`config.mk`:
```
export PLATFORM = sky130hd
export DESIGN_NAME = ct_field_router
export DESIGN_NICKNAME = d
export VERILOG_FILES = /design/src/rtl/ct_field_router.sv
export SDC_FILE = /design/constraint.sdc
export NUM_CORES = 1
export LEC_CHECK = 0
export ABC_AREA = 1
export ABC_CLOCK_PERIOD_IN_PS = 2009
export CAP_MARGIN = 15
export CORE_ASPECT_RATIO = 1.2
export CORE_MARGIN = 2
export CORE_UTILIZATION = 50
export CTS_CLUSTER_SIZE = 24
export DETAILED_ROUTE_END_ITERATION = 8
export PLACE_DENSITY = 0.8
export SLEW_MARGIN = 25
export SYNTH_ARGS = -nofsm -noshare
export SYNTH_HDL_FRONTEND = slang
export SYNTH_SLANG_ARGS = --single-unit
```
`constraint.sdc`:
```
create_clock -name clk -period 2.01 [get_ports clk]
set_input_delay 0.402 -clock clk [delete_from_list [all_inputs] [get_ports clk]]
set_output_delay 0.402 -clock clk [all_outputs]
set_load 0.1 [all_outputs]
```
`src/rtl/ct_field_router.sv`:
```
// Packet router stage: steers each packet to one of N_OUT ports using the first-beat field,
// through a registered main/skid buffer. Optional drop counter under CT_ROUTER_DROP_CNT_EN.
module ct_field_router #(
  parameter int WD    = 32,
  parameter int WF    = 2,
  parameter int N_OUT = 4
) (
  input  logic             clk,
  input  logic             reset,
  input  logic [WD-1:0]    i_data,
  input  logic [WF-1:0]    i_field,
  input  logic             i_eop,
  input  logic             i_valid,
  output logic             o_ready,
  output logic [WD-1:0]    o_data,
  output logic             o_eop,
  output logic [N_OUT-1:0] o_valid,
  input  logic [N_OUT-1:0] i_ready
`ifdef CT_ROUTER_DROP_CNT_EN
  ,
  output logic [15:0]      o_drop_count
`endif
);

  typedef enum logic [1:0] {IDLE, PKT, DROP} state_t;

  state_t        state, state_nx;
  logic [WF-1:0] dest_r, dest_nx, beat_dest;
  logic          accept, in_range, keep, push, out_fire;

  logic          m_valid, m_eop;
  logic [WD-1:0] m_data;
  logic [WF-1:0] m_dest;
  logic          s_valid, s_eop, s_valid_nx, main_free;
  logic [WD-1:0] s_data;
  logic [WF-1:0] s_dest;

  always_comb begin
    accept    = i_valid && o_ready;
    in_range  = {1'b0, i_field} < (WF+1)'(N_OUT);
    state_nx  = state;
    dest_nx   = dest_r;
    keep      = 1'b0;
    beat_dest = dest_r;
    case (state)
      IDLE: begin
        beat_dest = i_field;
        keep      = in_range;
        if (accept) begin
          if (in_range) begin
            dest_nx  = i_field;
            state_nx = i_eop ? IDLE : PKT;
          end else begin
            state_nx = i_eop ? IDLE : DROP;
          end
        end
      end
      PKT: begin
        keep = 1'b1;
        if (accept && i_eop) state_nx = IDLE;
      end
      DROP: begin
        if (accept && i_eop) state_nx = IDLE;
      end
      default: state_nx = IDLE;
    endcase
  end

  always_ff @(posedge clk or negedge reset) begin
    if (!reset) begin
      state  <= IDLE;
      dest_r <= '0;
    end else begin
      state  <= state_nx;
      dest_r <= dest_nx;
    end
  end

  always_comb begin
    o_valid = '0;
    for (int unsigned i = 0; i < N_OUT; i++)
      o_valid[i] = m_valid && (m_dest == WF'(i));
  end

  assign o_data    = m_data;
  assign o_eop     = m_eop;
  assign out_fire  = |(o_valid & i_ready);
  assign push      = accept && keep;
  assign main_free = !m_valid || out_fire;
  // Skid only stays/becomes occupied if main cannot take the oldest beat this edge
  assign s_valid_nx = main_free ? (s_valid && push) : (s_valid || push);

  always_ff @(posedge clk or negedge reset) begin
    if (!reset) begin
      m_valid <= 1'b0;
      m_data  <= '0;
      m_eop   <= 1'b0;
      m_dest  <= '0;
      s_valid <= 1'b0;
      s_data  <= '0;
      s_eop   <= 1'b0;
      s_dest  <= '0;
      o_ready <= 1'b0;
    end else begin
      s_valid <= s_valid_nx;
      o_ready <= !s_valid_nx;
      if (main_free) begin
        if (s_valid) begin
          m_valid <= 1'b1;
          m_data  <= s_data;
          m_eop   <= s_eop;
          m_dest  <= s_dest;
          if (push) begin
            s_data <= i_data;
            s_eop  <= i_eop;
            s_dest <= beat_dest;
          end
        end else begin
          m_valid <= push;
          if (push) begin
            m_data <= i_data;
            m_eop  <= i_eop;
            m_dest <= beat_dest;
          end
        end
      end else if (push) begin
        s_data <= i_data;
        s_eop  <= i_eop;
        s_dest <= beat_dest;
      end
    end
  end

`ifdef CT_ROUTER_DROP_CNT_EN
  logic        drop_first;
  logic [15:0] drop_cnt;

  always_comb drop_first = accept && (state == IDLE) && !in_range;

  always_ff @(posedge clk or negedge reset) begin
    if (!reset)
      drop_cnt <= '0;
    else if (drop_first && (drop_cnt != '1))
      drop_cnt <= drop_cnt + 16'd1;
  end

  assign o_drop_count = drop_cnt;
`endif

endmodule
```
# Yosys cells after proc, flatten, opt, wreduce, memory -nomap -nowiden
# Index checks and enable logic that the tools add are counted.
[op_classes]
eq_ne = 8
n_bitwise = 1
mux = 23
reduce_logical = 21
[op_table]
columns = ["operator", "count"]
rows = [
  ["$mux W32", 5],
  ["$mux W2", 8],
  ["$mux W1", 9],
  ["$logic_and A1 B1 Y1", 8],
  ["$eq A2 B2 Y1 const B", 3],
  ["$reduce_and A2 Y1", 3],
  ["$and A4 B4 Y4", 1],
  ["$eq A2 B1 Y1 const B", 2],
  ["$logic_not A2 Y1", 2],
  ["$ne A2 B2 Y1 const B", 2],
  ["$pmux W2 S2", 1],
  ["$reduce_or A2 Y1", 2],
  ["$reduce_or A4 Y1", 1],
  ["$logic_not A1 Y1", 2],
  ["$logic_or A1 B1 Y1", 2],
  ["$ne A2 B1 Y1 const B", 1],
  ["$reduce_bool A2 Y1", 1],
]
[totals]
output_inout_bits = 38
ff_bits = 77
wordCells = 64
in_bits = 42

# Logic depth before layout (Yosys ltp)
[logic_depth]
depth_word = 7
ltp_mapped = 11
depth_no_buf = 9

# Least setup slack after synthesis
# OpenSTA, ideal clock, no wires.
[synth_timing]
kind = "register -> output"
startpoint = "reg m_dest[1]"
endpoint = "out o_valid[0]"
stages_incl_launch_ff = 3
setup_slack_ns = -0.954
t_required_ns = 1.608
arrival_ns = 2.562
cell_sequence = "dfrtp_1 buf_2 nor3_1"
[synth_between]
elab_chain_len = 2
[synth_lines]
columns = ["element", "line", "source"]
rows = [
  ["start: declaration", "33", "logic [WF-1:0] m_dest;"],
  ["start signal: assignment", "112", "m_dest <= s_dest;"],
  ["start signal: assignment", "123", "m_dest <= beat_dest;"],
  ["$logic_not A2 Y1", "82", "o_valid[i] = m_valid && (m_dest == WF'(i));"],
  ["$logic_and A1 B1 Y1", "82", ""],
  ["end: declaration", "17", "output logic [N_OUT-1:0] o_valid,"],
]
# Every way passes these cells.

# Worst setup path after layout
[layout_timing]
startpoint = "reg m_dest[0]"
endpoint = "out o_valid[1]"
[layout_between]
elab_chain_len = 2
[layout_lines]
columns = ["element", "line"]
rows = [
  ["$eq A2 B1 Y1", "82"],
  ["$logic_and A1 B1 Y1", "82"],
]
# Every way passes these cells.

==> results.sh <==
export IMPL_status="completed"
export IMPL_io_buffers=79
export IMPL_synthAdderAreaFrac_pct=0
export IMPL_reg2reg_depth=7
export IMPL_cts_repair_resized=0
export IMPL_synth_compound_area_share_pct=6.254
export IMPL_cap_violations=0
export IMPL_grtUsageTotal_pct=21.44
export IMPL_cts_clk_slew_worst_paths_ns=0.08
export IMPL_stdcell_count=521
export IMPL_hp_class="primary input to async pin"
export IMPL_ys_types=25
export IMPL_grt_pass1_vias=2671
export IMPL_r2r_slack_ns=0.37
export IMPL_synthTopCellsByArea="dfrtp_1 (55%), nand2_1 (10%), mux2i_1 (10%)"
export IMPL_rows=33
export IMPL_yosysMostFrequentCell="nand2_1"
export IMPL_timing_slew_headroom_pct=67.22
export IMPL_synth_cells=351
export IMPL_grt_overflow=0
export IMPL_ios=80
export IMPL_postRouteAntennaNets=0
export IMPL_cts_sinks=76
export IMPL_grt_pass1_wl_um=12490
export IMPL_antenna_found_initial=0
export IMPL_synth_top_area_share_pct=54.64
export IMPL_die_area_um2=7648
export IMPL_cts_tree="built"
export IMPL_num_vias=2746
export IMPL_synth_simple_area_share_pct=22.47
export IMPL_cp_num_cells=3
export IMPL_synth_top_cell_by_area="dfrtp_1"
export IMPL_final_nets=471
export IMPL_post_route_period_util_pct=91.76
export IMPL_synth_warnings=0
export IMPL_core_area_um2=6771
export IMPL_mappedNetlistArea_um2=3481
export IMPL_muxShareOfSynthArea_pct=10.06
export IMPL_place_inst=505
export IMPL_fin_worst_skew_ns=0.006920
export IMPL_start_util_pct=51.40
export IMPL_ys_flop_type="dfrtp_1"
export IMPL_cts_path_max_buffers=2
export IMPL_postCtsSetupBuffers=0
export IMPL_cts_hold_buf=0
export IMPL_slowest_stage="dfrtp_1"
export IMPL_cp_max_fo=7
export IMPL_post_dp_hpwl_um=5060
export IMPL_clk_latency_ns=0.35
export IMPL_drive_gt1_share_pct=21.66
export IMPL_drt_iter0_markers=180
export IMPL_drcViolationCount=0
export IMPL_wl_per_cell_um=14.56
export IMPL_postSynth_asyncResetShare_pct=100.0
export IMPL_synth_xor_area_share_pct=0
export IMPL_cp_cell_sequence="nand2_1, nor2_1, buf_12"
export IMPL_synth_nets=393
export IMPL_period_needed_ns=1.844
export IMPL_synth_edf_count=0
export IMPL_ctsRootBufferMaster="clkbuf_8"
export IMPL_setup_violations=0
export IMPL_final_util_pct=66.57
export IMPL_critical_path_startpoint_type="flop"
export IMPL_place_congestion=0.7469
export IMPL_cts_inserted_buffers=9
export IMPL_tightest_slew_ns=0.4917
export IMPL_rsz0062_at_grt="false"
export IMPL_max_stage_delay_ns=0.49
export IMPL_final_max_slew_viol_count=0
export IMPL_ys_seq_area_share_pct=54.64
export IMPL_fmax_mhz=542.2
export IMPL_endpoint_kind="output pin"
export IMPL_crit_required_ns=1.61
export IMPL_synth_common_cells="nand2_1 (96), dfrtp_1 (76), nand3_1 (36)"
export IMPL_die_w_um=80.17
export IMPL_routed_wl_um=7587
export IMPL_path_class="flop to output pin"
export IMPL_vias_per_cell=5.271
export IMPL_syn_area_per_cell_um2=9.917
export IMPL_finalHoldViolCount=0
export IMPL_worstPathArrival_ns=1.44
export IMPL_synth_seq_cells=76
export IMPL_dr_pass1_iters=4
export IMPL_die_y_um=95.40
export IMPL_synth_top_family_by_area="simple AND/OR/NAND/NOR gates"
export IMPL_cp_top_family="flip-flops"
export IMPL_cp_buffers_inverters=1
export IMPL_antenna_cells=0
export IMPL_grt_max_degree=51
export IMPL_cts_max_level=3
export IMPL_area_growth_pct=29.51
per-layer routing:
metal | vias to the layer above | wire (um) | global-route usage, % | part of all wire, %
met5 | - | 0 | 0 | 0
met4 | 0 | 144 | 10.59 | 1.9
met3 | 15 | 367 | 4.072 | 4.8
met2 | 78 | 3828 | 34.65 | 50
met1 | 1339 | 3246 | 27.71 | 43
li1 | 1314 | - | - | -
cell usage in the layout (no fill, tap or decap):
cell	n
nand2_1	96
dfrtp_1	75
buf_4	41
clkdlybuf4s50_1	40
nand3_1	36
mux2i_1	35
o21ai_1	35
nand2_2	20
clkbuf_8	11
inv_1	9
buf_12	7
o21ai_0	6
nor2_1	4
nor3_2	3
bufinv_16	3
nand2_4	2
nand2_8	2
o21bai_1	1
nor2_2	1
nand4_1	1
inv_2	1
a21oi_1	1
or2_2	1
clkinv_2	1
clkbuf_1	1
dfrtp_2	1
cell families after synthesis:
| logic type | Yosys count |
|---|---|
| flip-flops | 76 |
| multiplexers | 35 |
| AND/OR/NAND/NOR | 166 |
| AO/OA/AOI/OAI | 43 |
| buffers and inverters | 31 |
area by class of cell:
class                   count  area [um2]
inverters                  10       37.54
flip-flops and latches     76        1903
clock inverters             4       95.09
fillers                   578        2263
multi-input cells         244        1360
well taps                  87       108.9
repair buffers             88       848.3
clock buffers              12       155.1
registers in the layout, indices dropped and copies added, names as in the netlist:
| name | flops |
|---|---|
| s_eop | 1 |
| s_data | 32 |
| s_dest | 2 |
| dest_r | 2 |
| m_dest | 2 |
| state | 1 |
| s_valid | 1 |
| o_ready | 1 |
| o_data | 32 |
| m_valid | 1 |
| o_eop | 1 |
stage by stage:
| step | worst slack (ns) | setup TNS (ns) | area [um2] | hold WS, ns |
|---|---|---|---|---|
| after floorplan | -0.2021 | -0.5800 | 3491 | 0.1064 |
| after global placement | 0.1523 | 0 | 4258 | 0.3950 |
| after detailed placement | 0.07031 | 0 | 4258 | 0.3971 |
| after CTS | 0.1670 | 0 | 4508 | 0.01255 |
| after global routing | 0.09997 | 0 | 4508 | 0.03578 |
| final | 0.1656 | 0 | 4508 | 0.01023 |
path summary, 6_finish.rpt:
path / from / endpoint
min in group clk: s_data[22]$_DFFE_PN0P_ / s_data[22]$_DFFE_PN0P_
min: reset / s_data[1]$_DFFE_PN0P_
max reg2reg: m_dest[0]$_DFFE_PN0P_ / s_valid$_DFF_PN0_
max in group asynchronous: reset / s_data[4]$_DFFE_PN0P_
min reg2reg: s_data[22]$_DFFE_PN0P_ / s_data[22]$_DFFE_PN0P_
max: m_dest[0]$_DFFE_PN0P_ / o_valid[1]
Power is left out: the tool's default activity adds up to more than one toggle a clock period on the data nets, which glitch-free logic cannot reach.
